### config.mk
export PLATFORM = sky130hd
export DESIGN_NAME = pipe_skid_stage
export DESIGN_NICKNAME = d
export VERILOG_FILES = /design/src/rtl/pipe_skid_stage_pkg.sv /design/src/rtl/pipe_sat_cnt.sv /design/src/rtl/pipe_skid_stage.sv
export SDC_FILE = /design/constraint.sdc
export NUM_CORES = 1
export LEC_CHECK = 0
export CORE_ASPECT_RATIO = 1.75
export CORE_UTILIZATION = 40
export DETAILED_ROUTE_END_ITERATION = 8
export GPL_TIMING_DRIVEN = 0
export HOLD_SLACK_MARGIN = 0.1
export PLACE_DENSITY = 0.75
export SLEW_MARGIN = 20
export SYNTH_ARGS = -nofsm -noshare
export SYNTH_HDL_FRONTEND = slang
export SYNTH_SLANG_ARGS = --single-unit
### constraint.sdc
create_clock -name clk -period 2.6 [get_ports clk]
set_input_delay 0.26 -clock clk [delete_from_list [all_inputs] [get_ports clk]]
set_output_delay 0.26 -clock clk [all_outputs]
set_load 0.01 [all_outputs]
### src/rtl/pipe_skid_stage_pkg.sv
// Shared constants for the elastic pipeline stages: payload widths,
// occupancy encodings and NOP payloads used as bubbles.
package pipe_skid_stage_pkg;

  // Per-stage payload widths
  localparam int IF_ID_W  = 64;   // pc 32 + inst 32
  localparam int ID_EX_W  = 119;  // aluop 8 + alusel 3 + 2x reg 32 + wreg 1 + waddr 5 + link 32 + spare 6
  localparam int EX_MEM_W = 38;   // wdata 32 + waddr 5 + wreg 1

  // Occupancy doubles as the state encoding
  typedef enum logic [1:0] {
    SKID_EMPTY = 2'd0,
    SKID_ONE   = 2'd1,
    SKID_TWO   = 2'd2
  } skid_state_e;

  // NOP field encodings
  localparam logic [7:0] EXE_NOP_OP  = 8'b0000_0000;
  localparam logic [2:0] EXE_RES_NOP = 3'b000;
  localparam logic [4:0] NOPRegAddr  = 5'b00000;

  // NOP payloads, field order matches the width breakdown above
  localparam logic [IF_ID_W-1:0]  IF_ID_NOP  = '0;
  localparam logic [ID_EX_W-1:0]  ID_EX_NOP  = {EXE_NOP_OP, EXE_RES_NOP, 32'h0, 32'h0,
                                                1'b0, NOPRegAddr, 32'h0, 6'h0};
  localparam logic [EX_MEM_W-1:0] EX_MEM_NOP = {32'h0, NOPRegAddr, 1'b0};

endpackage

### src/rtl/pipe_sat_cnt.sv
// 32-bit saturating event counter with enable and synchronous clear.
module pipe_sat_cnt (
  input  logic        clk,
  input  logic        clr,
  input  logic        en,
  output logic [31:0] cnt
);

  logic [31:0] cnt_d, cnt_q;

  // Next count: clear wins, otherwise step until all-ones
  always_comb begin
    cnt_d = cnt_q;
    if (clr)                       cnt_d = '0;
    else if (en && (cnt_q != '1))  cnt_d = cnt_q + 32'd1;
  end

  // Count register
  always_ff @(posedge clk) begin
    cnt_q <= cnt_d;
  end

  assign cnt = cnt_q;

endmodule

### src/rtl/pipe_skid_stage.sv
// Elastic valid/ready pipeline register with a two-entry (main + skid)
// buffer so in_ready is registered and still sustains one transfer/cycle.
// Optional perf counters enabled by defining PIPE_SKID_PERF_CNT_EN.
module pipe_skid_stage
  import pipe_skid_stage_pkg::*;
#(
  parameter int                DATA_W   = ID_EX_W,
  parameter logic [DATA_W-1:0] NOP_DATA = '0
) (
  input  logic              clk,
  input  logic              rst,
  input  logic              flush,
  input  logic              in_valid,
  output logic              in_ready,
  input  logic [DATA_W-1:0] in_data,
  output logic              out_valid,
  input  logic              out_ready,
  output logic [DATA_W-1:0] out_data,
`ifdef PIPE_SKID_PERF_CNT_EN
  output logic [31:0]       stall_cnt,
  output logic [31:0]       bubble_cnt,
`endif
  output logic [1:0]        occupancy
);

  skid_state_e       state_d, state_q;
  logic [DATA_W-1:0] main_d, main_q;
  logic [DATA_W-1:0] skid_d, skid_q;
  logic              in_ready_d, in_ready_q;
  logic              in_fire, out_fire;

  assign in_fire  = in_valid & in_ready_q;
  assign out_fire = (state_q != SKID_EMPTY) & out_ready;

  // Next-state and buffer updates; flush overrides every handshake
  always_comb begin
    state_d = state_q;
    main_d  = main_q;
    skid_d  = skid_q;
    if (flush) begin
      state_d = SKID_EMPTY;
      main_d  = NOP_DATA;
      skid_d  = NOP_DATA;
    end else begin
      case (state_q)
        SKID_EMPTY: begin
          if (in_fire) begin
            state_d = SKID_ONE;
            main_d  = in_data;
          end
        end
        SKID_ONE: begin
          if (in_fire && out_fire) begin
            main_d = in_data;
          end else if (in_fire) begin
            state_d = SKID_TWO;
            skid_d  = in_data;
          end else if (out_fire) begin
            state_d = SKID_EMPTY;
            main_d  = NOP_DATA;
          end
        end
        SKID_TWO: begin
          // in_ready is low here, so only the drain side can move
          if (out_fire) begin
            state_d = SKID_ONE;
            main_d  = skid_q;
            skid_d  = NOP_DATA;
          end
        end
        default: begin
          state_d = SKID_EMPTY;
          main_d  = NOP_DATA;
          skid_d  = NOP_DATA;
        end
      endcase
    end
    // Registered ready: low exactly while both entries are held
    in_ready_d = (state_d != SKID_TWO);
  end

  // State, buffer and ready registers
  always_ff @(posedge clk) begin
    if (rst) begin
      state_q    <= SKID_EMPTY;
      main_q     <= NOP_DATA;
      skid_q     <= NOP_DATA;
      in_ready_q <= 1'b1;
    end else begin
      state_q    <= state_d;
      main_q     <= main_d;
      skid_q     <= skid_d;
      in_ready_q <= in_ready_d;
    end
  end

  assign in_ready  = in_ready_q;
  assign out_valid = (state_q != SKID_EMPTY);
  assign out_data  = main_q;   // main is NOP_DATA whenever empty
  assign occupancy = state_q;

`ifdef PIPE_SKID_PERF_CNT_EN
  // Cycles stalled by downstream and cycles presenting a bubble
  pipe_sat_cnt u_stall_cnt (
    .clk (clk),
    .clr (rst),
    .en  (out_valid & ~out_ready),
    .cnt (stall_cnt)
  );

  pipe_sat_cnt u_bubble_cnt (
    .clk (clk),
    .clr (rst),
    .en  (~out_valid & ~rst),
    .cnt (bubble_cnt)
  );
`endif

endmodule
==> summary.md, run 1 <==
| Metric | Value |
|---|---|
| Outcome | `completed` |
| Final setup violation count | `0` |
| Max Freq | `around 410 MHz` |
| Bufs on Longest Clock Path | `3` |
| Number of global-route vias before repair | `10100` |
| TNS Setup | `0 ns` |
| First-pass GRT wire length | `between 50 and 60 mm` |
| Critical Path Max Stage Delay | `0.53 ns` |
| Crit. End Element | `primary output` |
| Cts hold-fix bufs | `0` |
| Total grt overflow | `0` |
| Worst Hold Path EP | `occupancy[1]` |
| R2R cell count | `7` |
| Final period util | `94.1%` |
| Drt first pass iters | `5` |
| Most frequent cells in the layout | `clkdlybuf4s50_1 (246), dfxtp_1 (241), nor2_1 (240), mux2i_1 (239)` |
| Synth Register Bits | `241` |
| Antenna Violating Nets Remaining | `0` |
| Clock share of power | `between 40 and 50%` |
| Peak fanout along the critical path | `19` |
| Slew HR | `43.6%` |
| Post-layout nets | `1612` |
| Setup slack at placement | `0.0182 ns` |
| Cts repair resizes | `0` |
| Top routing layer in use | `met5` |
| Clock Sinks | `241` |
| Final setup margin | `0.154 ns` |
| Yosys Warn Count | `0` |
| Die width | `131 microns` |
| Ys flop type | `dfxtp_1` |
| Number of enable flip-flop cells after synthesis | `0` |
| R2R Setup Slk | `0.57 ns` |
| Power per cell area | `569 nW/um^2` |
| Slew at the pin with the worst max-slew slack | `0.846 ns` |
| Commonest non-fill, non-tap cell in the layout | `clkdlybuf4s50_1` |
| CTS clk-pin slew, worst paths | `approximately 0.06 ns` |
| Sequential-to-total area share from yosys stat | `41.4%` |
| VDD IR-drop max | `0.488 mV` |
| Drt drc | `0` |
| Logic pwr share | `15.5%` |
| Final hold vios | `0` |
| CTS root buffer | `clkbuf_16` |
| Max Cap Violations | `0` |
| Reg power frac | `43.7%` |
| Core Rows | `82` |
| LEAKAGE | `0.00528 uW` |
| Die Height | `between 200 and 250 microns` |
| Sw frac | `about a quarter` |
| Tmin final | `between 2 and 2.5 ns` |
| Clk_skew | `between 0.015 and 0.02 ns` |
| Design Power | `8740 uW` |
| Area growth syn-to-layout | `31.8%` |
| R2R Path End | `out_data[30]` |
| Vias post-DR | `around 10000` |
| Startpoint type of the worst setup path | `flop` |
| Pint | `6470 uW` |
| Initial antenna violation count | `3` |
| Unique masters post-synth | `26` |
| Hpwl dp | `around 25 mm` |
| Drt wl/cell | `18.2 microns` |
| Fraction of layout cells with a size suffix above 1 | `7.18%` |
| Async SR Flop Fraction | `0%` |
| Met3 routed WL | `2.00 mm` |
| Num CTS Buffers | `25` |
| H-tree depth | `1` |
| Iter 0 DRT Violations | `between 300 and 400` |
| Gr usage total | `22.6%` |
| Die footprint | `29800 sq um` |
| Met2 routed WL | `roughly 18 mm` |
| RD Place Congestion | `slightly above 0.8` |
| Initial core utilization | `about two fifths` |
| Worst hold path startpoint | `out_ready` |
| Classification of the worst setup path | `flop to primary output` |
| # port buffers | `around 250` |
| Met1 Wirelength | `12.9 mm` |
| Gate Count Post-Synth | `1218` |
| Synth Cell Area | `11600 sq um` |
| Beginning of the critical path | `occupancy[1]` |
| Clock Latency Late Sink | `0.53 ns` |
| CTS tree | `built` |
| Ant diodes | `0` |
| Post-DR vias/cell | `roughly 5.3` |
| NetSw | `2270 uW` |
| Unrepaired setup endpoints after global routing | `no` |
| Core area | `28600 sq um` |
| # IOs | `247` |
| Post-CTS Setup Repair Bufs | `0` |
| Wirelength, routed | `34.3 mm` |
| Tightest Hold Check Type | `input pin to flop` |
| R2R Path Start | `occupancy[0]` |
| Syn nets | `approximately 1300` |
| WP data arrival | `2.19 ns` |
| Largest net degree at the start of global routing | `29` |
| Avg Cell Area, Syn | `9.56 sq um` |
| Cells on Worst Hold Path | `3` |
| Critical path required time | `approximately 2.3 ns` |
| Fin. max-slew vios | `0` |
| Cell Chain, Critical Path | `buf_4, buf_6, or2_2, clkdlybuf4s50_1` |
| Critical Path Slowest Stage Cell | `clkdlybuf4s50_1` |
==> synth_stat cells (2+ instances only) <==
library cell	instances	share of area, %
o2bb2ai_1	119	9.0
buf_6	18	1.7
a22oi_1	119	7.7
a21oi_1	2	0.086
buf_4	21	1.4
mux2i_1	239	21
nor2_1	240	7.7
clkbuf_1	39	1.3
dfxtp_1	241	41
and2_1	119	6.4
or2_2	2	0.11
buf_2	31	1.3
buf_1	12	0.39
nand3b_1	4	0.26
==> worst max-delay path by stage <==
stage	end	slack (ns)	cells past startpoint
global placement	out_data[39]	0.005	6
finish	out_valid	0.15	4
CTS	out_valid	0.14	4
global route	out_valid	0.06	4
detailed placement	out_data[40]	0.02	6
floorplan	out_data[64]	1.10	7
==> final cells by class <==
| cell class | count | area [sq um] |
|---|---|---|
| multi-input cells | 856 | 6110 |
| plain buffers | 118 | 691 |
| well taps | 378 | 473 |
| clock buffers | 34 | 689 |
| repair buffers | 246 | 2460 |
| flip-flops and latches | 241 | 4820 |
| fillers | 2570 | 13300 |
| clock inverters | 9 | 98.8 |
==> power groups by stage <==
stage          sequential, uW  clock (uW)  combinational (uW)
2_1_floorplan            3930           0                 707
3_3_place_gp             3900           0                1340
3_5_place_dp             3900           0                1360
4_1_cts                  3820        3630                1360
5_1_grt                  3830        3760                1460
6_report                 3820        3560                1350
==> state kept, by name, indices dropped and copies added, names as in the netlist <==
name,cells
in_ready,1
occupancy,2
out_data,119
skid_q,119
==> metrics by stage <==
stage / instances / hold WS [ns] / instance area, sq um / utilization, %
floorplan: 1218 / 0.460 / 11600 / -
global placement: 1842 / 0.472 / 14600 / 50.9
detailed placement: 1842 / 0.484 / 14600 / 50.9
CTS: 1882 / 0.453 / 15300 / 53.6
global route: 1882 / 0.477 / 15300 / 53.6
finish: 1882 / 0.481 / 15300 / 53.6
==> metal layers <==
metal | vias to the layer above | GRT usage [%]
li1 | 4883 | -
met1 | 4812 | 23.6
met2 | 283 | 42.2
met3 | 84 | 4.45
met4 | 6 | 10.7
met5 | - | 0
==> kinds of logic after synthesis <==
group / Yosys count / synth area share (%)
AO/OA/AOI/OAI: 245 / 17.1
buffers and inverters: 121 / 6.07
flip-flops: 241 / 41.4
multiplexers: 239 / 20.5
AND/OR/NAND/NOR: 372 / 14.9
==> worst max-delay path: cells and delay by family (launching register included) <==
family | cells | cell delay (ns)
buffers and inverters | 3 | 1.05
flip-flops | 1 | 0.42
AND/OR/NAND/NOR | 1 | 0.18
Power figures use the tool's default switching activity.
==> inputs of run 2 (changes only) <==
--- a/config.mk
+++ b/config.mk
@@ -6,6 +6,7 @@
 export NUM_CORES = 1
 export LEC_CHECK = 0
 export CORE_ASPECT_RATIO = 1.75
+export CORE_MARGIN = 3
 export CORE_UTILIZATION = 40
 export DETAILED_ROUTE_END_ITERATION = 8
 export GPL_TIMING_DRIVEN = 0
==> constraint.sdc (replaced) <==
create_clock -name clk -period 3.15 [get_ports clk]
set_input_delay 0.315 -clock clk [delete_from_list [all_inputs] [get_ports clk]]
set_output_delay 0.315 -clock clk [all_outputs]
set_load 0.01 [all_outputs]
==> summary.md, run 2 (synthesized netlist as in run 1, its figures left out) <==
| Metric | Value |
|---|---|
| Outcome | `completed` |
| Critical path required time | `2.83 ns (+0.49 ns)` |
| Bufs on Longest Clock Path | `3 (unchanged)` |
| Clk_skew | `0.00778 ns (-0.0104 ns)` |
| Drt drc | `0 (unchanged)` |
| Post-layout nets | `1614 (+0.12%)` |
| # IOs | `247 (unchanged)` |
| Post-CTS Setup Repair Bufs | `0 (unchanged)` |
| Slew HR | `45.7% (+2.0 points)` |
| Wirelength, routed | `34.7 mm (+1.2%)` |
| Total grt overflow | `0 (unchanged)` |
| Non-filler instance count after layout | `1886 (+0.21%)` |
| Area growth syn-to-layout | `32.2%` |
| RD Place Congestion | `0.841 (+2.4%)` |
| Final hold vios | `0 (unchanged)` |
| Hpwl dp | `25.4 mm (+1.8%)` |
| H-tree depth | `1 (unchanged)` |
| Die Height | `232 microns (+1.8%)` |
| Cts hold-fix bufs | `0 (unchanged)` |
| Critical Path Sink | `out_valid` |
| Core Rows | `82 (unchanged)` |
| Design Power | `7270 uW (-17%)` |
| Post-DR vias/cell | `5.35 (about the same)` |
| Fin. max-slew vios | `0 (unchanged)` |
| Gr usage total | `21.4% (-1.1 points)` |
| First-pass GRT wire length | `54.3 mm (+3.4%)` |
| WP data arrival | `2.65 ns (+0.46 ns)` |
| Iter 0 DRT Violations | `414 (+13%)` |
| R2R Path End | `out_data[47]` |
| VDD IR-drop max | `0.402 mV (-18%)` |
| Final setup violation count | `0 (unchanged)` |
| Fill count | `2610 (+1.6%)` |
| Worst Hold Margin | `0.493 ns (+0.0115 ns)` |
| Fraction of layout cells with a size suffix above 1 | `7.63% (+0.45 points)` |
| Classification of the worst setup path | `flop to primary output` |
| Tightest Hold Check Type | `flop to flop` |
| Vias post-DR | `10100 (+0.20%)` |
| Startpoint type of the worst setup path | `flop` |
| Number of global-route vias before repair | `10300 (+2.3%)` |
| Tmin final | `2.96 ns` |
| Largest net degree at the start of global routing | `16 (-45%)` |
| Die footprint | `31300 sq um (+4.9%)` |
| R2R Path Start | `occupancy[0]` |
| Crit. End Element | `primary output` |
| Commonest non-fill, non-tap cell in the layout | `clkdlybuf4s50_1` |
| CTS tree | `built` |
| Drt wl/cell | `18.4 microns (+0.94%)` |
| Slew at the pin with the worst max-slew slack | `0.815 ns (-0.0305 ns)` |
| Drt first pass iters | `5 (unchanged)` |
| Max Freq | `about 340 MHz` |
| Cts repair resizes | `0 (unchanged)` |
| Area of the multi-input gates | `6110 sq um (unchanged)` |
| Fin util | `53.8% (+0.16 points)` |
| Final period util | `94.0%` |
| Num CTS Buffers | `24 (-4.0%)` |
| Clock Sinks | `241 (unchanged)` |
| Peak fanout along the critical path | `10 (-9)` |
| Antenna Violating Nets Remaining | `0 (unchanged)` |
| Core area | `28600 sq um (unchanged)` |
| Unrepaired setup endpoints after global routing | `no` |
| R2R cell count | `6 (-1)` |
| Max Cap Violations | `0 (unchanged)` |
| CTS root buffer | `clkbuf_16` |
| Power per cell area | `472 nW/um^2 (-17%)` |
| TNS Setup | `0 ns (unchanged)` |
| Ant diodes | `0 (unchanged)` |
| Die width | `135 microns (+3.1%)` |
| LEAKAGE | `0.00531 uW (+0.46%)` |
| # port buffers | `246 (unchanged)` |
| CTS clk-pin slew, worst paths | `0.06 ns (about the same)` |
| Sequential standard cell area | `4820 sq um (unchanged)` |
| Initial core utilization | `40.7% (unchanged)` |
| Placed insts | `1842 (unchanged)` |
| Most frequent cells in the layout | `clkdlybuf4s50_1 (246), dfxtp_1 (241), nor2_1 (240), mux2i_1 (239)` |
| Initial antenna violation count | `4 (+1)` |
| Beginning of the critical path | `occupancy[0]` |
| R2R Setup Slk | `1.21 ns (+0.64 ns)` |
| Clock Latency Late Sink | `0.53 ns (about the same)` |
-- run 2: cell count changes in the layout (fill, tap and decap cells not counted), sizes merged --
cell | previous run | this run
clkinv | 6 | 8
clkbuf | 73 | 70
buf | 79 | 82
clkinvlp | 0 | 2
-- run 2: worst min path at each step --
| stage | slack, ns | start | cells past startpoint | endpoint |
|---|---|---|---|---|
| after floorplan | 0.46 | skid_q[0] | 2 | skid_q[0] |
| after global placement | 0.47 | skid_q[11] | 2 | skid_q[11] |
| after detailed placement | 0.48 | skid_q[114] | 2 | skid_q[114] |
| after CTS | 0.50 | out_ready | 3 | occupancy[1] |
| after global routing | 0.51 | skid_q[6] | 2 | skid_q[6] |
| final | 0.49 | skid_q[5] | 2 | skid_q[5] |
-- run 2: worst max-delay path, stage by stage, from the launching register on --
cell	delay, ns
dfxtp_1	0.39
buf_4	0.21
buf_2	0.34
buf_1	0.43
or2_2	0.22
clkdlybuf4s50_1	0.53
-- run 2: stage by stage --
stage               worst slack (ns)  cell area (sq um)
floorplan                       1.62              11600
global placement               0.582              14600
detailed placement             0.514              14600
CTS                            0.155              15400
global route                  0.0407              15400
finish                         0.187              15400
-- run 2: power breakdown --
part           switching (uW)  internal, uW  leakage [uW]  total [uW]
Sequential               40.2          3110       0.00195        3150
Combinational             585           537       0.00295        1120
Clock                    1280          1720      0.000405        2990
-- run 2: cell type report --
| type | count | area share [%] |
|---|---|---|
| Tap cell | 378 | 3.07 |
| Clock inverter | 13 | 0.845 |
| Clock buffer | 31 | 4.47 |
| Sequential cell | 241 | 31.3 |
| Timing Repair Buffer | 246 | 16.0 |
| Multi-Input combinational cell | 856 | 39.7 |
| Buffer | 121 | 4.59 |
-- run 2: per-layer routing --
| layer | vias to the layer above | part of all wire (%) | GRT usage (%) | wire length (microns) |
|---|---|---|---|---|
| li1 | 4891 | - | - | - |
| met1 | 4857 | 38 | 23.4 | 13200 |
| met2 | 255 | 52 | 40.2 | 18200 |
| met3 | 77 | 5.3 | 4.05 | 1850 |
| met4 | 8 | 4.1 | 8.70 | 1410 |
| met5 | - | 0.16 | 0 | 57 |
